==> src/rtl/multi_channel_pulse_sequencer.sv <==
// -----------------------------------------------------------------------------
// multi_channel_pulse_sequencer
//
// NUM_CH independent burst generators sharing one synchronous trigger. After a
// trigger, each enabled channel waits D cycles, then emits N pulses that are
// W cycles high and separated by G cycles low. Triggers that arrive while a
// channel is busy are queued (up to QUEUE_DEPTH). Triggers that arrive while
// the queue is full are dropped and set a sticky overflow flag.
//
// Ports:
//   clk          main clock
//   rst_n        asynchronous active-low reset
//   trigger_in   single-cycle trigger, synchronous to clk
//   ch_enable    per-channel enable; low flushes the channel to IDLE
//   cfg_ch       channel selected by a configuration write
//   cfg_delay    delay D (cycles)
//   cfg_width    pulse high width W (cycles, 0 treated as 1)
//   cfg_gap      low gap G between pulses (cycles, 0 treated as 1)
//   cfg_count    pulses per burst N (0 treated as 1)
//   cfg_wr       loads all four fields into the shadow registers of cfg_ch
//   ovf_clear    clears the matching sticky overflow bits
//   trigger_out  registered pulse outputs
//   busy         channel running a burst or holding queued triggers
//   seq_done     one-cycle pulse in the cycle after the last pulse falls
//   overflow     sticky: a trigger was dropped because the queue was full
// -----------------------------------------------------------------------------
module multi_channel_pulse_sequencer #(
   parameter int NUM_CH      = 4,
   parameter int DELAY_BITS  = 32,
   parameter int COUNT_BITS  = 16,
   parameter int QUEUE_DEPTH = 4
) (
   input  logic                  clk,
   input  logic                  rst_n,
   input  logic                  trigger_in,
   input  logic [NUM_CH-1:0]     ch_enable,
   input  logic [3:0]            cfg_ch,
   input  logic [DELAY_BITS-1:0] cfg_delay,
   input  logic [DELAY_BITS-1:0] cfg_width,
   input  logic [DELAY_BITS-1:0] cfg_gap,
   input  logic [COUNT_BITS-1:0] cfg_count,
   input  logic                  cfg_wr,
   input  logic [NUM_CH-1:0]     ovf_clear,
   output logic [NUM_CH-1:0]     trigger_out,
   output logic [NUM_CH-1:0]     busy,
   output logic [NUM_CH-1:0]     seq_done,
   output logic [NUM_CH-1:0]     overflow
);

   localparam int PEND_BITS = $clog2(QUEUE_DEPTH + 1);

   typedef enum logic [1:0] {IDLE, DELAY, HIGH, GAP} state_t;

   for (genvar gi = 0; gi < NUM_CH; gi++) begin : g_ch
      logic [DELAY_BITS-1:0] sh_delay, sh_width, sh_gap;
      logic [COUNT_BITS-1:0] sh_count;
      logic [DELAY_BITS-1:0] act_width, act_gap, timer;
      logic [COUNT_BITS-1:0] remaining;
      logic [PEND_BITS-1:0]  pending;
      state_t                state;
      logic                  out_q, done_q, ovf_q;
      logic                  cfg_hit, drop;

      // cfg_ch values >= NUM_CH match no channel and are ignored.
      assign cfg_hit = cfg_wr && (cfg_ch == 4'(gi));
      assign drop    = trigger_in && ch_enable[gi] && (state != IDLE) &&
                       (pending == PEND_BITS'(QUEUE_DEPTH));

      always_ff @(posedge clk or negedge rst_n) begin
         if (!rst_n) begin
            sh_delay <= '0;
            sh_width <= DELAY_BITS'(1);
            sh_gap   <= DELAY_BITS'(1);
            sh_count <= COUNT_BITS'(1);
         end else if (cfg_hit) begin
            sh_delay <= cfg_delay;
            sh_width <= cfg_width;
            sh_gap   <= cfg_gap;
            sh_count <= cfg_count;
         end
      end

      // Timer holds "cycles left minus one" in HIGH/GAP, and the remaining
      // delay in DELAY, so the terminal test is always timer == 0.
      always_ff @(posedge clk or negedge rst_n) begin
         if (!rst_n) begin
            state     <= IDLE;
            timer     <= '0;
            act_width <= DELAY_BITS'(1);
            act_gap   <= DELAY_BITS'(1);
            remaining <= '0;
            pending   <= '0;
            out_q     <= 1'b0;
            done_q    <= 1'b0;
            ovf_q     <= 1'b0;
         end else begin
            done_q <= 1'b0;
            // A drop and a clear on the same edge leave the flag set.
            ovf_q  <= (ovf_q & ~ovf_clear[gi]) | drop;
            if (!ch_enable[gi]) begin
               state   <= IDLE;
               out_q   <= 1'b0;
               pending <= '0;
            end else begin
               case (state)
                  IDLE: begin
                     if (trigger_in || (pending != '0)) begin
                        // Trigger plus backlog: consume one, queue one.
                        if (!trigger_in)
                           pending <= pending - PEND_BITS'(1);
                        timer     <= sh_delay;
                        act_width <= (sh_width == '0) ? DELAY_BITS'(1) : sh_width;
                        act_gap   <= (sh_gap == '0) ? DELAY_BITS'(1) : sh_gap;
                        remaining <= (sh_count == '0) ? COUNT_BITS'(1) : sh_count;
                        state     <= DELAY;
                     end
                  end
                  DELAY: begin
                     if (timer == '0) begin
                        state <= HIGH;
                        out_q <= 1'b1;
                        timer <= act_width - DELAY_BITS'(1);
                     end else begin
                        timer <= timer - DELAY_BITS'(1);
                     end
                  end
                  HIGH: begin
                     if (timer == '0) begin
                        out_q <= 1'b0;
                        if (remaining > COUNT_BITS'(1)) begin
                           state     <= GAP;
                           timer     <= act_gap - DELAY_BITS'(1);
                           remaining <= remaining - COUNT_BITS'(1);
                        end else begin
                           state  <= IDLE;
                           done_q <= 1'b1;
                        end
                     end else begin
                        timer <= timer - DELAY_BITS'(1);
                     end
                  end
                  GAP: begin
                     if (timer == '0) begin
                        state <= HIGH;
                        out_q <= 1'b1;
                        timer <= act_width - DELAY_BITS'(1);
                     end else begin
                        timer <= timer - DELAY_BITS'(1);
                     end
                  end
                  default: state <= IDLE;
               endcase
               // Triggers while running, including the edge that returns to
               // IDLE, go to the queue.
               if ((state != IDLE) && trigger_in &&
                   (pending != PEND_BITS'(QUEUE_DEPTH)))
                  pending <= pending + PEND_BITS'(1);
            end
         end
      end

      assign trigger_out[gi] = out_q;
      assign busy[gi]        = (state != IDLE) || (pending != '0);
      assign seq_done[gi]    = done_q;
      assign overflow[gi]    = ovf_q;
   end

endmodule

==> config.mk <==
export PLATFORM = sky130hd
export DESIGN_NAME = multi_channel_pulse_sequencer
export DESIGN_NICKNAME = d
export VERILOG_FILES = /design/src/rtl/multi_channel_pulse_sequencer.sv
export SDC_FILE = /design/constraint.sdc
export NUM_CORES = 2
export LEC_CHECK = 0
export CAP_MARGIN = 30
export CORE_ASPECT_RATIO = 0.6
export CORE_UTILIZATION = 55
export DETAILED_ROUTE_END_ITERATION = 10
export GPL_ROUTABILITY_DRIVEN = 0
export PLACE_DENSITY = 0.72
export SLEW_MARGIN = 40
export SYNTH_ARGS = -nofsm -noshare
export SYNTH_HDL_FRONTEND = slang
export SYNTH_SLANG_ARGS = --single-unit
==> constraint.sdc <==
create_clock -name clk -period 3.45 [get_ports clk]
set_input_delay 0.8625 -clock clk [delete_from_list [all_inputs] [get_ports clk]]
set_output_delay 0.8625 -clock clk [all_outputs]
set_load 0.01 [all_outputs]
== Word level (Yosys, flattened, before mapping) ==
Cells that the tools add are included.

* Shift operators: 0
* $lt $le $gt $ge: 4
* Bitwise logic cells: 12
* Muxes and demuxes: 124
* Equal/unequal tests: 67
* Reduce and logical (&&, ||, !) cells: 93
* Divide/modulo/power cells: 0
* Multipliers: 0
* $add $sub $neg: 24

{| class="wikitable"
|+ Operators by type and width
! operator !! count
|-
| $mux 32 || 24
|-
| $logic_not 32->1 || 12
|-
| $pmux 32 s3 || 4
|-
| $sub 32x1->32 const B || 12
|-
| $mux 16 || 16
|-
| $pmux 16 s2 || 4
|-
| $gt 16x1->1 const B || 4
|-
| $logic_not 16->1 || 4
|-
| $sub 16x1->16 const B || 4
|-
| $mux 3 || 20
|-
| $reduce_and 3->1 || 20
|-
| $ne 3x3->1 const B || 16
|-
| $mux 2 || 20
|-
| $ne 3x2->1 const B || 12
|-
| $mux 1 || 28
|-
| $logic_and 1x1->1 || 24
|-
| $ne 2x2->1 const B || 12
|-
| $ne 3x1->1 const B || 8
|-
| $pmux 2 s3 || 4
|-
| $reduce_and 5->1 || 4
|-
| $eq 2x2->1 const B || 8
|-
| $reduce_bool 2->1 || 8
|-
| $add 3x1->3 const B || 4
|-
| $eq 3x3->1 const B || 4
|-
| 13 further kinds || 48
|}

* Latch bits: 0
* Input bits: 128
* Register bits: 928
* Output and inout port bits: 16
* Word-level logic and storage cells: 376
* Memories: 0
* Bits in read-only memories: 0
* Bits in writable memories: 0

== Longest topological paths before layout ==
* Depth after elaboration: 6
* Mapped depth: 12
* Depth with buffers taken out: 10

== Worst setup path before layout ==
Ideal clock, no wire load.

* Kind: register to register
* Start point: reg g_ch[1].act_gap[3]
* End point: reg g_ch[1].timer[17]
* Arrival: 2.733 ns
* Setup time: 0.126 ns
* Data required time: 3.324 ns
* Setup slack: 0.591 ns
* Buffers on the path: 2
* Clock period less this slack: 2.859 ns
* Stages on the path, launching flop included: 10
* Cell sequence: dfrtp_1 -> or4_1 -> buf_2 -> or4_1 -> buf_2 -> or4_1 -> xnor2_1 -> a22o_1 -> a221oi_1 -> o21ai_1

* Longest elaborated chain between the ends: 4

{| class="wikitable"
|+ Ends and longest elaborated chain
! element !! RTL line !! source
|-
| start: declaration || 57 || <nowiki>logic [DELAY_BITS-1:0] act_width, act_gap, timer;</nowiki>
|-
| start signal: assignment || 113 || <nowiki>act_gap <= (sh_gap == '0) ? DELAY_BITS'(1) : sh_gap;</nowiki>
|-
| $sub 32x1->32 || 132 || <nowiki>timer <= act_gap - DELAY_BITS'(1);</nowiki>
|-
| $mux 32 || 130 || <nowiki>if (remaining > COUNT_BITS'(1)) begin</nowiki>
|-
| $mux 32 || 128 || <nowiki>if (timer == '0) begin</nowiki>
|-
| $pmux 32 s3 || 105 || <nowiki>case (state)</nowiki>
|-
| end signal: assignment || 111 || <nowiki>timer <= sh_delay;</nowiki>
|-
| end signal: assignment || 132 ||
|-
| end signal: assignment || 139 || <nowiki>timer <= timer - DELAY_BITS'(1);</nowiki>
|-
| end: declaration || 57 ||
|}

Every way passes these cells. The select of a mux whose other input is x is not followed.
A chain may end at the register's enable or synchronous reset.

== Final worst setup path ==
* Start point: reg g_ch[1].act_gap[8]
* End point: reg g_ch[1].timer[27]

The elaborated chain is that of the path after synthesis.

==> qor.csv <==
stage,metric,value,unit
routing,wl_per_cell,27.6,µm
clock_network,h-tree-depth,3,
synth,synth-main-ff-cell,dfrtp_1,
pwr,combPwrFrac,34.8,%
pwr,power.density,835,nW/µm²
sta,final_hold_viol_count,0,
clock_network,numCtsBuffers,86,
clock_network,cts_buffer_depth,3,
synth,synth_nets,4624,
pwr,p_int,27.1,mW
cells_and_area,final_common_cell,dfrtp_1,
synth,netlist_top_cells_area,"dfrtp_1 (48%), mux2_2 (16%), xnor2_1 (2.7%), nor4_1 (2.6%), a21oi_1 (2.5%)",
critical_path,crit_start,g_ch[1].act_gap[8],
synth,ys_warn_count,0,
synth,ys_async_sr_fraction,100,%
job,drv_cap,0,
sta,fin_ws,0.0876,ns
critical_path,worst-path-buf-inv,1,
pwr,seq_power_share,43.2,%
clock_network,cts.sinks,928,
clock_network,path_clk_slew,0.07,ns
global_routing,grt_pass1_wl,241000,µm
floorplan,fp-row-count,83,
pwr,clock_power_share,22.0,%
global_routing,overflow,0,
cells_and_area,ff_latch_area,23200,µm²
sta,worst_pin_slew,0.991,ns
sta,fin_skew,0.0282,ns
global_routing,antenna_found_initial,5,
sta,drv_slew,0,
clock_network,cts_tree,built,
cells_and_area,final_cell_mix,"dfrtp_1 (908), mux2_2 (696), nor2_1 (294)",
placement,dp_hpwl,122000,µm
cells_and_area,drive_gt1_share,24.5,%
sta,finalCritPeriodShare,97.5,%
synth,seq_area_frac_synth,48.8,%
floorplan,initial_core_util,55.6,%
floorplan,die_w,382,µm
cells_and_area,instances_no_fill,5873,
critical_path,cp.required,4.03,ns
critical_path,cpPeakStageDelay,0.68,ns
sta,setup_tns,0,ns
critical_path,cpLargestDelayFamily,simple AND/OR/NAND/NOR gates,
pwr,p_sw_share,40.4,%
synth,ys_seq_elements,928,
cells_and_area,n_fill_cell,6802,
routing,via_per_inst,6.79,
sta,fmax,297,MHz
synth,yosysTopAreaCell,dfrtp_1,
floorplan,core_area,85700,µm²
global_routing,grt_pass1_vias,36700,
sta,rsz0062_at_grt,false,
sta,slew-limit-headroom,33.4,%
synth,synth_edf_count,0,
clock_network,clockRootBuffer,clkbuf_16,
routing,drc,0,
clock_network,postCtsSetupRepairBufs,0,
global_routing,grt_max_degree,92,
critical_path,endpoint_kind,flop,
floorplan,chipHeight,230,µm
synth,syn_area_per_cell,10.7,µm²
pwr,power.switching,18.4,mW
routing,drt_iter0_markers,5551,
placement,place_ws,0.188,ns
critical_path,crit_type,reg -> reg,
critical_path,arrival,3.94,ns
critical_path,path_cells,"or4_1, nor4_1, buf_4, nand3_1, or3b_2, xor2_1, a211oi_1, a211o_1",
routing,wl,162000,µm
routing,dr.pass1.iters,8,
critical_path,crit_path_start_kind,flop,
critical_path,crit_slowest_cell,or4_1,
placement,io_buffers,143,
critical_path,reg2reg_from,g_ch[1].act_gap[8],
clock_network,clk-insertion-delay-late,0.70,ns
placement,placed_area,51600,µm²
routing,vias,39900,
pwr,ir_drop,0.542,mV
pwr,cellLeakagePower,22.2,nW
cells_and_area,fin_nets,4809,
synth,synth_top_area_share,47.7,%
cells_and_area,area_growth,14.5,%
routing,final_antenna_net_count,0,
synth,synth_cell_types,86,
cells_and_area,finalInstanceArea,54600,µm²
placement,place_inst,5711,
sta,finalSetupViolCount,0,
run_status,status,"complete, no violations",
critical_path,cp_max_fo,6,
synth,syn_inst,4468,
hold_path,min_path_type,in -> async,
global_routing,grt_usage,36.6,%
sta,min_period,3.36,ns
cells_and_area,multiInputGateArea,23300,µm²
synth,netlist_area,47600,µm²
floorplan,die_area,87900,µm²
floorplan,io_pins,144,
cell families (layout without fill, tap and decap cells):
family,after synthesis,count (layout),share of synthesized area (%)
AND/OR/NAND/NOR,1340,1341,14.6
adder cells (fa/ha/maj),28,28,0.798
other,0,6,0
multiplexers,700,700,16.5
buffers and inverters,322,573,2.70
AO/OA/AOI/OAI,885,885,11.7
flip-flops,928,928,48.8
XOR/XNOR,265,265,4.87
path summary, 6_finish.rpt:
| kind | endpoint | slack, ns | cells past startpoint |
|---|---|---|---|
| setup / recovery | g_ch[1].timer[27] | 0.09 | 8 |
| hold / removal | g_ch[3].remaining[5] | 0.14 | 1 |
| setup reg to reg | g_ch[1].timer[27] | 0.09 | 8 |
| hold reg to reg | g_ch[2].sh_delay[31] | 0.50 | 1 |
| max in group asynchronous | g_ch[1].sh_width[0] | 2.23 | 3 |
| min in group clk | g_ch[2].sh_delay[31] | 0.50 | 1 |
synth_stat cells (10+ instances only):
cell type  number
buf_2          21
nor3_1        187
a221oi_1       25
o22ai_1        46
or4_1          53
xnor2_1       148
dfstp_2        20
a31oi_1        57
nor2b_1        10
o22a_1         14
clkbuf_1      199
o31ai_1        28
a22oi_1        47
nand4_1        53
ha_1           24
or3_1          43
nor3b_1        15
nor4b_1        10
xor2_1        117
nand2_1       263
or2_2          27
mux2_2        696
and3_1         12
a21boi_0       13
a21oi_1       240
dfrtp_1       908
o211ai_1       23
nand3_1        92
nor4_1        196
and4_1         11
a211oi_1       25
o21ai_0       231
o221ai_1       12
buf_1          18
nor2_1        301
a211o_1        12
nand2b_1       16
inv_1          66
buf_4          14
stage by stage:
step / util (%) / hold WS [ns] / power [mW]
2_1_floorplan: - / 0.465 / 28.0
3_3_place_gp: 60.2 / 0.479 / 33.9
3_5_place_dp: 60.2 / 0.486 / 34.5
4_1_cts: 63.6 / 0.147 / 44.5
5_1_grt: 63.7 / 0.186 / 47.4
6_report: 63.7 / 0.136 / 45.5
power groups by stage:
stage / Clock, mW / Combinational (mW) / Sequential, mW
2_1_floorplan: 0 / 10.4 / 17.6
3_3_place_gp: 0 / 14.6 / 19.3
3_5_place_dp: 0 / 15.0 / 19.5
4_1_cts: 10.1 / 15.1 / 19.4
5_1_grt: 10.4 / 16.8 / 20.1
6_report: 10.0 / 15.9 / 19.7
per-layer routing:
layer | global-route usage, % | part of all wire, % | up-vias
met5 | 1.03 | 0.15 | -
met4 | 8.28 | 2.4 | 6
met3 | 17.8 | 16 | 311
met2 | 45.4 | 37 | 2576
met1 | 55.9 | 44 | 20000
li1 | - | - | 17000
sequential cells by signal, summed over array words and instances (netlist names), 8 cells and up:
register,flops
g_ch.sh_width,128
g_ch.remaining,64
g_ch.act_gap,128
g_ch.sh_delay,128
g_ch.act_width,128
g_ch.state,8
g_ch.pending,12
g_ch.sh_count,64
g_ch.timer,128
g_ch.sh_gap,128
worst reg2reg max path, stage by stage (launching register included):
cell      delay [ns]
dfrtp_1         0.46
or4_1           0.68
nor4_1          0.48
buf_4           0.25
nand3_1         0.18
or3b_2          0.51
xor2_1          0.25
a211oi_1        0.13
a211o_1         0.30
timing repair:
action	CTS	global route
setup endpoints to repair	0	5
resized for setup	0	1
hold buffers	0	0
final cells by class:
cell class	instances	share of cell area [%]
Inverter	69	0.475
Timing Repair Buffer	349	6.24
Sequential cell	928	42.6
Clock inverter	39	0.844
Clock buffer	116	4.46
Antenna cell	6	0.0275
Multi-Input combinational cell	3219	42.7
Tap cell	1147	2.63
(Power assumes the default switching activity.)
